## config.mk

```make
export PLATFORM = sky130hd
export DESIGN_NAME = analog_status_poller
export DESIGN_NICKNAME = d
export VERILOG_FILES = /design/src/rtl/analog_status_poller.sv
export SDC_FILE = /design/constraint.sdc
export NUM_CORES = 1
export LEC_CHECK = 0
export CORE_MARGIN = 4
export CORE_UTILIZATION = 47
export CTS_BUF_LIST = sky130_fd_sc_hd__clkbuf_8 sky130_fd_sc_hd__clkbuf_16
export DETAILED_ROUTE_END_ITERATION = 8
export GPL_ROUTABILITY_DRIVEN = 1
export GPL_TIMING_DRIVEN = 0
export MAX_ROUTING_LAYER = met4
export PLACE_DENSITY = 0.8
export SLEW_MARGIN = 20
export SYNTH_ARGS = -nofsm -noshare
export SYNTH_HDL_FRONTEND = slang
export SYNTH_SLANG_ARGS = --single-unit
```

## constraint.sdc

```tcl
create_clock -name clk_in -period 2.6 [get_ports clk_in]
set_input_delay 0.52 -clock clk_in [delete_from_list [all_inputs] [get_ports clk_in]]
set_output_delay 0.52 -clock clk_in [all_outputs]
set_load 0.03 [all_outputs]
```

## src/rtl/analog_status_poller.sv

```systemverilog
// ----------------------------------------------------------------------------
// analog_status_poller
//
// APB master that sweeps the four 32-bit status words of the analog status
// array at BASE_ADDR + 4n. It keeps a local snapshot of each word, flags
// per-word changes and raises a level interrupt. Only reads are issued.
//
// Ports:
//   clk_in, reset_n   clock, asynchronous active-low reset
//   PADDR..PSTRB      APB master request signals (reads only)
//   PRDATA, PREADY,
//   PSLVERR           APB completer response
//   enable_i          polling enable, sampled at sweep boundaries only
//   irq_mask_i        per-word change interrupt enable
//   clear_i           W1C pulse: [3:0] change flags, [4] error flag
//   snapshot_o        last good value of word n on bits [32n+31:32n]
//   change_o          sticky per-word change flags
//   err_o             sticky error flag (PSLVERR or PREADY timeout)
//   irq_o             registered level interrupt
// ----------------------------------------------------------------------------
module analog_status_poller #(
    parameter logic [11:0] BASE_ADDR      = 12'h000,
    parameter int unsigned POLL_INTERVAL  = 1024,
    parameter int unsigned TIMEOUT_CYCLES = 16
) (
    input  logic         clk_in,
    input  logic         reset_n,
    // APB master port
    output logic [11:0]  PADDR,
    output logic         PSEL,
    output logic         PENABLE,
    output logic         PWRITE,
    output logic [31:0]  PWDATA,
    output logic [3:0]   PSTRB,
    input  logic [31:0]  PRDATA,
    input  logic         PREADY,
    input  logic         PSLVERR,
    // Control and status
    input  logic         enable_i,
    input  logic [3:0]   irq_mask_i,
    input  logic [4:0]   clear_i,
    output logic [127:0] snapshot_o,
    output logic [3:0]   change_o,
    output logic         err_o,
    output logic         irq_o
);

    // ------------------------------------------------------------------------
    // Counter widths and constants
    // ------------------------------------------------------------------------
    localparam int unsigned IW = (POLL_INTERVAL > 1) ? $clog2(POLL_INTERVAL) : 1;
    localparam int unsigned TW = $clog2(TIMEOUT_CYCLES);

    // WAIT counts down from here to 0, giving POLL_INTERVAL idle cycles.
    localparam logic [IW-1:0] INTERVAL_LOAD = IW'(POLL_INTERVAL - 1);
    localparam logic [TW-1:0] TIMEOUT_LAST  = TW'(TIMEOUT_CYCLES - 1);

    // ------------------------------------------------------------------------
    // FSM encoding
    // ------------------------------------------------------------------------
    localparam logic [2:0] StIdle   = 3'd0;
    localparam logic [2:0] StSetup  = 3'd1;
    localparam logic [2:0] StAccess = 3'd2;
    localparam logic [2:0] StGap    = 3'd3;
    localparam logic [2:0] StWait   = 3'd4;

    // ------------------------------------------------------------------------
    // State
    // ------------------------------------------------------------------------
    logic [2:0]        state_q, state_d;
    logic [1:0]        idx_q, idx_d;
    logic [11:0]       paddr_q, paddr_d;
    logic              first_q, first_d;
    logic [IW-1:0]     wait_q, wait_d;
    logic [TW-1:0]     to_q, to_d;
    logic [3:0][31:0]  snap_q, snap_d;
    logic [3:0]        change_q, change_d;
    logic              err_q, err_d;
    logic              irq_q, irq_d;

    function automatic logic [11:0] word_addr(input logic [1:0] idx);
        return BASE_ADDR + {8'h00, idx, 2'b00};
    endfunction

    // ------------------------------------------------------------------------
    // Next-state logic
    // ------------------------------------------------------------------------
    always_comb begin
        state_d  = state_q;
        idx_d    = idx_q;
        paddr_d  = paddr_q;
        first_d  = first_q;
        wait_d   = wait_q;
        to_d     = to_q;
        snap_d   = snap_q;
        // Clears apply first so that a set in the same cycle overrides them.
        change_d = change_q & ~clear_i[3:0];
        err_d    = err_q & ~clear_i[4];

        case (state_q)
            StIdle: begin
                if (enable_i) begin
                    state_d = StSetup;
                    idx_d   = 2'd0;
                    paddr_d = word_addr(2'd0);
                end
            end

            StSetup: begin
                state_d = StAccess;
                to_d    = '0;
            end

            StAccess: begin
                if (PREADY) begin
                    if (PSLVERR) begin
                        err_d = 1'b1;
                    end else begin
                        // The first sweep only seeds the snapshot.
                        if (!first_q && (PRDATA != snap_q[idx_q])) begin
                            change_d[idx_q] = 1'b1;
                        end
                        snap_d[idx_q] = PRDATA;
                    end
                    state_d = StGap;
                end else if (to_q == TIMEOUT_LAST) begin
                    err_d   = 1'b1;
                    state_d = StGap;
                end else begin
                    to_d = to_q + 1'b1;
                end
            end

            // One idle bus cycle so the completer can drop PREADY.
            StGap: begin
                if (idx_q != 2'd3) begin
                    idx_d   = idx_q + 2'd1;
                    paddr_d = word_addr(idx_q + 2'd1);
                    state_d = StSetup;
                end else begin
                    first_d = 1'b0;
                    wait_d  = INTERVAL_LOAD;
                    state_d = StWait;
                end
            end

            // enable_i is only honoured here, so a sweep always completes.
            StWait: begin
                if (wait_q == '0) begin
                    if (enable_i) begin
                        state_d = StSetup;
                        idx_d   = 2'd0;
                        paddr_d = word_addr(2'd0);
                    end else begin
                        state_d = StIdle;
                    end
                end else begin
                    wait_d = wait_q - 1'b1;
                end
            end

            default: begin
                state_d = StIdle;
            end
        endcase

        irq_d = (|(change_q & irq_mask_i)) | err_q;
    end

    // ------------------------------------------------------------------------
    // Registers
    // ------------------------------------------------------------------------
    always_ff @(posedge clk_in or negedge reset_n) begin
        if (!reset_n) begin
            state_q  <= StIdle;
            idx_q    <= 2'd0;
            paddr_q  <= 12'h000;
            first_q  <= 1'b1;
            wait_q   <= '0;
            to_q     <= '0;
            snap_q   <= '0;
            change_q <= 4'h0;
            err_q    <= 1'b0;
            irq_q    <= 1'b0;
        end else begin
            state_q  <= state_d;
            idx_q    <= idx_d;
            paddr_q  <= paddr_d;
            first_q  <= first_d;
            wait_q   <= wait_d;
            to_q     <= to_d;
            snap_q   <= snap_d;
            change_q <= change_d;
            err_q    <= err_d;
            irq_q    <= irq_d;
        end
    end

    // ------------------------------------------------------------------------
    // Outputs
    // ------------------------------------------------------------------------
    // Decoded straight from state so reset drops PSEL/PENABLE asynchronously.
    assign PSEL       = (state_q == StSetup) || (state_q == StAccess);
    assign PENABLE    = (state_q == StAccess);
    assign PADDR      = paddr_q;
    assign PWRITE     = 1'b0;
    assign PWDATA     = 32'h0000_0000;
    assign PSTRB      = 4'h0;

    assign snapshot_o = snap_q;
    assign change_o   = change_q;
    assign err_o      = err_q;
    assign irq_o      = irq_q;

endmodule

```

# Word-level counts from Yosys, hierarchy flattened
# Index checks and enable logic that the tools add are counted.
# Widths: inputs -> output; s select.
dict set report totals {
  regBits 166
  inputBits 46
  output_inout_bits 185
  word_cells 94
}
dict set report classes {
  add_sub_neg 3
  order_cmp 2
  eq_ne 15
  mux 36
  n_bitwise 9
  reduce_logical 16
}
# op n
set op_table {}
lappend op_table {{$bwmux 128} 1}
lappend op_table {{$bmux 32 s2} 1}
lappend op_table {{$demux 32 s2} 1}
lappend op_table {{$mux 32} 2}
lappend op_table {{$mux 12} 3}
lappend op_table {{$pmux 12 s3} 1}
lappend op_table {{$ne 32x32->1} 1}
lappend op_table {{$mux 4} 6}
lappend op_table {{$mux 10} 2}
lappend op_table {{$pmux 10 s2} 1}
lappend op_table {{$ne 2x2->1 const B} 8}
lappend op_table {{$mux 3} 5}
lappend op_table {{$pmux 3 s5} 1}
lappend op_table {{$reduce_and 3->1} 5}
lappend op_table {{$logic_not 10->1} 1}
lappend op_table {{$sub 10x1->10 const B} 1}
lappend op_table {{$and 4x4->4} 2}
lappend op_table {{$pmux 4 s2} 1}
lappend op_table {{$eq 3x2->1 const B} 2}
lappend op_table {{$mux 1} 6}
lappend op_table {{$mux 2} 3}
lappend op_table {{$pmux 2 s3} 1}
lappend op_table {{$add 4x1->4 const B} 1}
lappend op_table {{$eq 4x4->1 const B} 1}
lappend op_table {{other kinds (20)} 24}

# Depth between registers and ports, before layout
dict set report logic_depth {
  depth_word 9
  depth_mapped 9
  ltp_nobuf 8
}

# Worst setup path before layout
# OpenSTA, ideal clock, no wires.
dict set report synth_timing {
  kind {register to register}
  from {register, netlist name PADDR[3]}
  to {register change_q[0], in the netlist change_o[0]}
  setup_ns 0.121
  arrival_time_ns 2.289
  required_time_ns 2.479
  slack_ns 0.190
  path_stages_with_launch 9
  path_buffers 2
  period_less_slack_ns 2.410
  cell_sequence {dfrtp_1 > clkbuf_1 > clkbuf_1 > mux4_2 > xnor2_1 > nand4_1 > nor4_2 > nand2_1 > a22o_1}
}
# item line
set synth_rtl {}
lappend synth_rtl {{end signal: assignment} 193} ;# change_q <= change_d;
lappend synth_rtl {{end: declaration} 77} ;# logic [3:0] change_q, change_d;

# Worst setup path after layout
dict set report layout_timing {
  from {register state_q[1]}
  to {output PSEL}
}
dict set report layout_via {
  elab_chain_len 2
  elab_cells_between_ends 3
  classes_between {eq/ne (2); reduce/logical (1)}
}
# item line
set layout_lines {}
lappend layout_lines {{start: declaration} 70} ;# logic [2:0] state_q, state_d;
lappend layout_lines {{start signal: assignment} 175} ;# state_q <= StIdle;
lappend layout_lines {{start signal: assignment} 186} ;# state_q <= state_d;
lappend layout_lines {{$eq 3x1->1 or $eq 3x2->1 (tied branches)} 203} ;# assign PSEL = (state_q == StSetup) || (state_q == StAccess);
lappend layout_lines {{$logic_or 1x1->1 *} 203}
lappend layout_lines {{end: declaration} 30} ;# output logic PSEL,
# Every way passes the cells marked *; elsewhere a longest branch is shown, timed or not.

==> results by group <==
Yosys
  • Synth Instances: 541
  • Async set-reset flop share out of synthesis: 100%
  • Mapped cell area: 7560 um^2
  • Ys flop type: dfrtp_1
  • Number of synthesized register bits: 154
  • EDFF count, synth: 0
  • Yosys warnings: 0
  • Netlist cell types: 47
  • Seq/Total Area, Yosys: 51.0%
  • Syn avg cell area: 14.0 um^2

Die
  • Die Ht: 135 um
  • Ports: 231
  • # rows: 46
  • DIE AREA: 18200 um^2
  • Placeable Area: 15800 um^2
  • Initial Util: 47.8%
  • Die Wd: 135 um

STA
  • Minimum clock period after layout: 2.49 ns
  • Worst-margin pin slew: 0.603 ns
  • Final Hold Vio Count: 0
  • Layout Skew: 0.00756 ns
  • Slew headroom: 59.8%
  • Final Slew Violations: 0
  • TNS Setup: 0 ns
  • F_max: 402 MHz
  • Final setup vio count: 0
  • Fin crit share: 95.6%
  • RSZ-0062 raised after global routing: no

Setup path
  • CP Depth: 3
  • CP max stage delay: 0.72 ns
  • Crit Path Class: reg2out
  • CP Data Required Time: 2.08 ns
  • WP buf/inv: 1
  • CP arrival: 1.97 ns
  • CP max stage cell: clkdlybuf4s50_1
  • Reg2reg path depth: 8
  • Critical path's top delay family: buffers and inverters
  • CP Capture Type: output port
  • CP Cell Sequence: xnor2_1 -> nor2_1 -> clkdlybuf4s50_1
  • Worst Setup Start Kind: flop
  • Crit path max fanout: 5

GRT
  • Initial antenna violation count: 0
  • Vias in the first global route: 5690
  • Grt ovf: 0
  • Largest net degree at the start of global routing: 79
  • First-pass GRT wire length: 31900 um
  • Gr usage total: 23.9%

Place
  • Port bufs: 183
  • DP Wirelength: 15300 um
  • GPL Wtd Cong: 0.855
  • Dpl cell area: 9870 um^2
  • Placed Cells: 987

Detailed routing
  • Via-to-Cell Ratio: 5.16
  • Total wire length: 20600 um
  • DRC: 0
  • Antenna-violating nets left: 0
  • DR WL/cell: 20.2 um
  • DRT iter0 DRCs: 224
  • Via count: 5268
  • DRT Pass-1 Iters: 4

Pwr
  • P_sw: 5.97 mW
  • Internal Power: 8.72 mW
  • Maximum VDD drop: 0.852 mV
  • Power Density: 1390 nW/um^2
  • Sequential share of power: 30.0%
  • Combinational fraction of design power: 53.5%
  • Leakage power: 4.78 nW
  • Clock power share: 16.6%
  • Sw frac: 40.7%
  • Tot Pwr: 14.7 mW

Clock network
  • H-tree depth reported by CTS: 4
  • CTS tree: built
  • Clock sink count: 154
  • Worst skew pair latency: 0.43 ns
  • Clk buf depth: 2
  • Root Buffer: clkbuf_16
  • Total CTS buffers: 17
  • Clock slew at reported path FFs: 0.06 ns

Flow run
  • Max Cap Viol: 0

Run status
  • Status: complete, no violations

Layout
  • Non-filler cells, final: 1020
  • # diodes: 0
  • Most frequent cells in the layout: clkdlybuf4s50_1 (181), dfrtp_1 (153), mux2_2 (128), buf_4 (48), conb_1 (47)
  • Commonest non-fill, non-tap cell in the layout: clkdlybuf4s50_1
  • Synth-to-layout area growth: 39.8%
  • Final instance area: 10600 um^2
  • Ratio of cells with drive above 1 in the final layout: 33.3%
  • Post-layout net count: 844

Worst hold path
  • Hold crit path type: in2async
final cells by class:
type	instances	area, um^2
Timing Repair Buffer	185	1870
Fill cell	1156	5260
Multi-Input combinational cell	353	3400
Clock buffer	19	453
Buffer	70	551
Sequential cell	154	3850
Clock inverter	13	128
Inverter	10	37.5
Tap cell	216	270
flip-flops by register name, indices dropped and copies added, names as in the netlist:
register and count:
snapshot_o 128, wait_q 10, change_o 4, to_q 4, state_q 3, PADDR 2
err_o 1, first_q 1, irq_o 1
routing by layer:
layer	track usage (%)	wire length, um
met4	7.30	348
met2	40.8	10700
met3	5.92	1400
met1	28.0	8080
met5	-	0
synth_stat cells (2+ instances only):
master	count	area, um^2
dfrtp_1	153	3830
mux2_2	128	1440
buf_4	47	353
xnor2_1	35	307
mux4_2	28	631
nand2_1	17	63.8
buf_2	13	65.1
nor2_1	13	48.8
inv_1	10	37.5
nand4_1	9	56.3
o21ai_0	9	45.0
a21oi_1	8	40.0
clkbuf_1	7	26.3
ha_1	7	87.6
a22o_1	4	35.0
and3_1	4	25.0
mux4_1	4	105
a31oi_1	3	18.8
nand3_1	3	15.0
nor2b_1	3	18.8
or3_1	3	18.8
xor2_1	3	26.3
and2_1	2	12.5
buf_6	2	22.5
nor4_1	2	12.5
o21ai_1	2	10.0
o22ai_1	2	12.5
power by group through the flow:
stage	registers, mW	logic (mW)	clock network (mW)
final	4.40	7.85	2.43
after floorplan	6.17	2.84	0
after global routing	4.55	8.25	2.59
after global placement	4.32	7.57	0
after detailed placement	4.43	7.74	0
after CTS	4.40	7.89	2.47
worst reg2reg max path: stages, from the launching register on:
cell and delay [ns]:
dfrtp_1 0.36, buf_6 0.18, buf_12 0.18, mux4_2 0.54, xnor2_2 0.18, nand4_1 0.18, nor4_4 0.36, nand2_2 0.14
a22o_1 0.22
per-stage QoR:
stage	hold slack (ns)	util, %	setup WS, ns
6_report	0.0589	66.8	0.114
5_1_grt	0.107	66.8	0.000377
4_1_cts	0.0801	66.6	0.00700
3_5_place_dp	0.480	62.3	-0.748
3_3_place_gp	0.477	62.1	-4.90
2_1_floorplan	0.224	-	0.190
path summary, 6_finish.rpt:
| check | from | to | slack [ns] |
|---|---|---|---|
| worst max register to register | PADDR[2] | change_o[3] | 0.14 |
| worst min-delay path | reset_n | snapshot_o[113] | 0.06 |
| max in group asynchronous | reset_n | snapshot_o[92] | 1.77 |
| worst min register to register | wait_q[0] | wait_q[0] | 0.49 |
| min in group clk_in | wait_q[0] | wait_q[0] | 0.49 |
| worst max-delay path | state_q[1] | PSEL | 0.11 |
kinds of logic after synthesis:
group	Yosys count	synth area share, %
buffers and inverters	80	6.94
AO/OA/AOI/OAI	35	2.98
adder cells (fa/ha/maj)	7	1.16
flip-flops	154	51.0
multiplexers	161	28.9
AND/OR/NAND/NOR	65	4.54
other	1	0.0496
XOR/XNOR	38	4.40
what timing repair did:
item,in CTS,in global routing
hold endpoints to repair,0,0
cloned,0,0
resized for setup,22,6
pin swaps,1,4
endpoints found under the setup margin,63,4
hold buffers,0,0
setup buffers,1,0
Power figures use the tool's default switching activity.
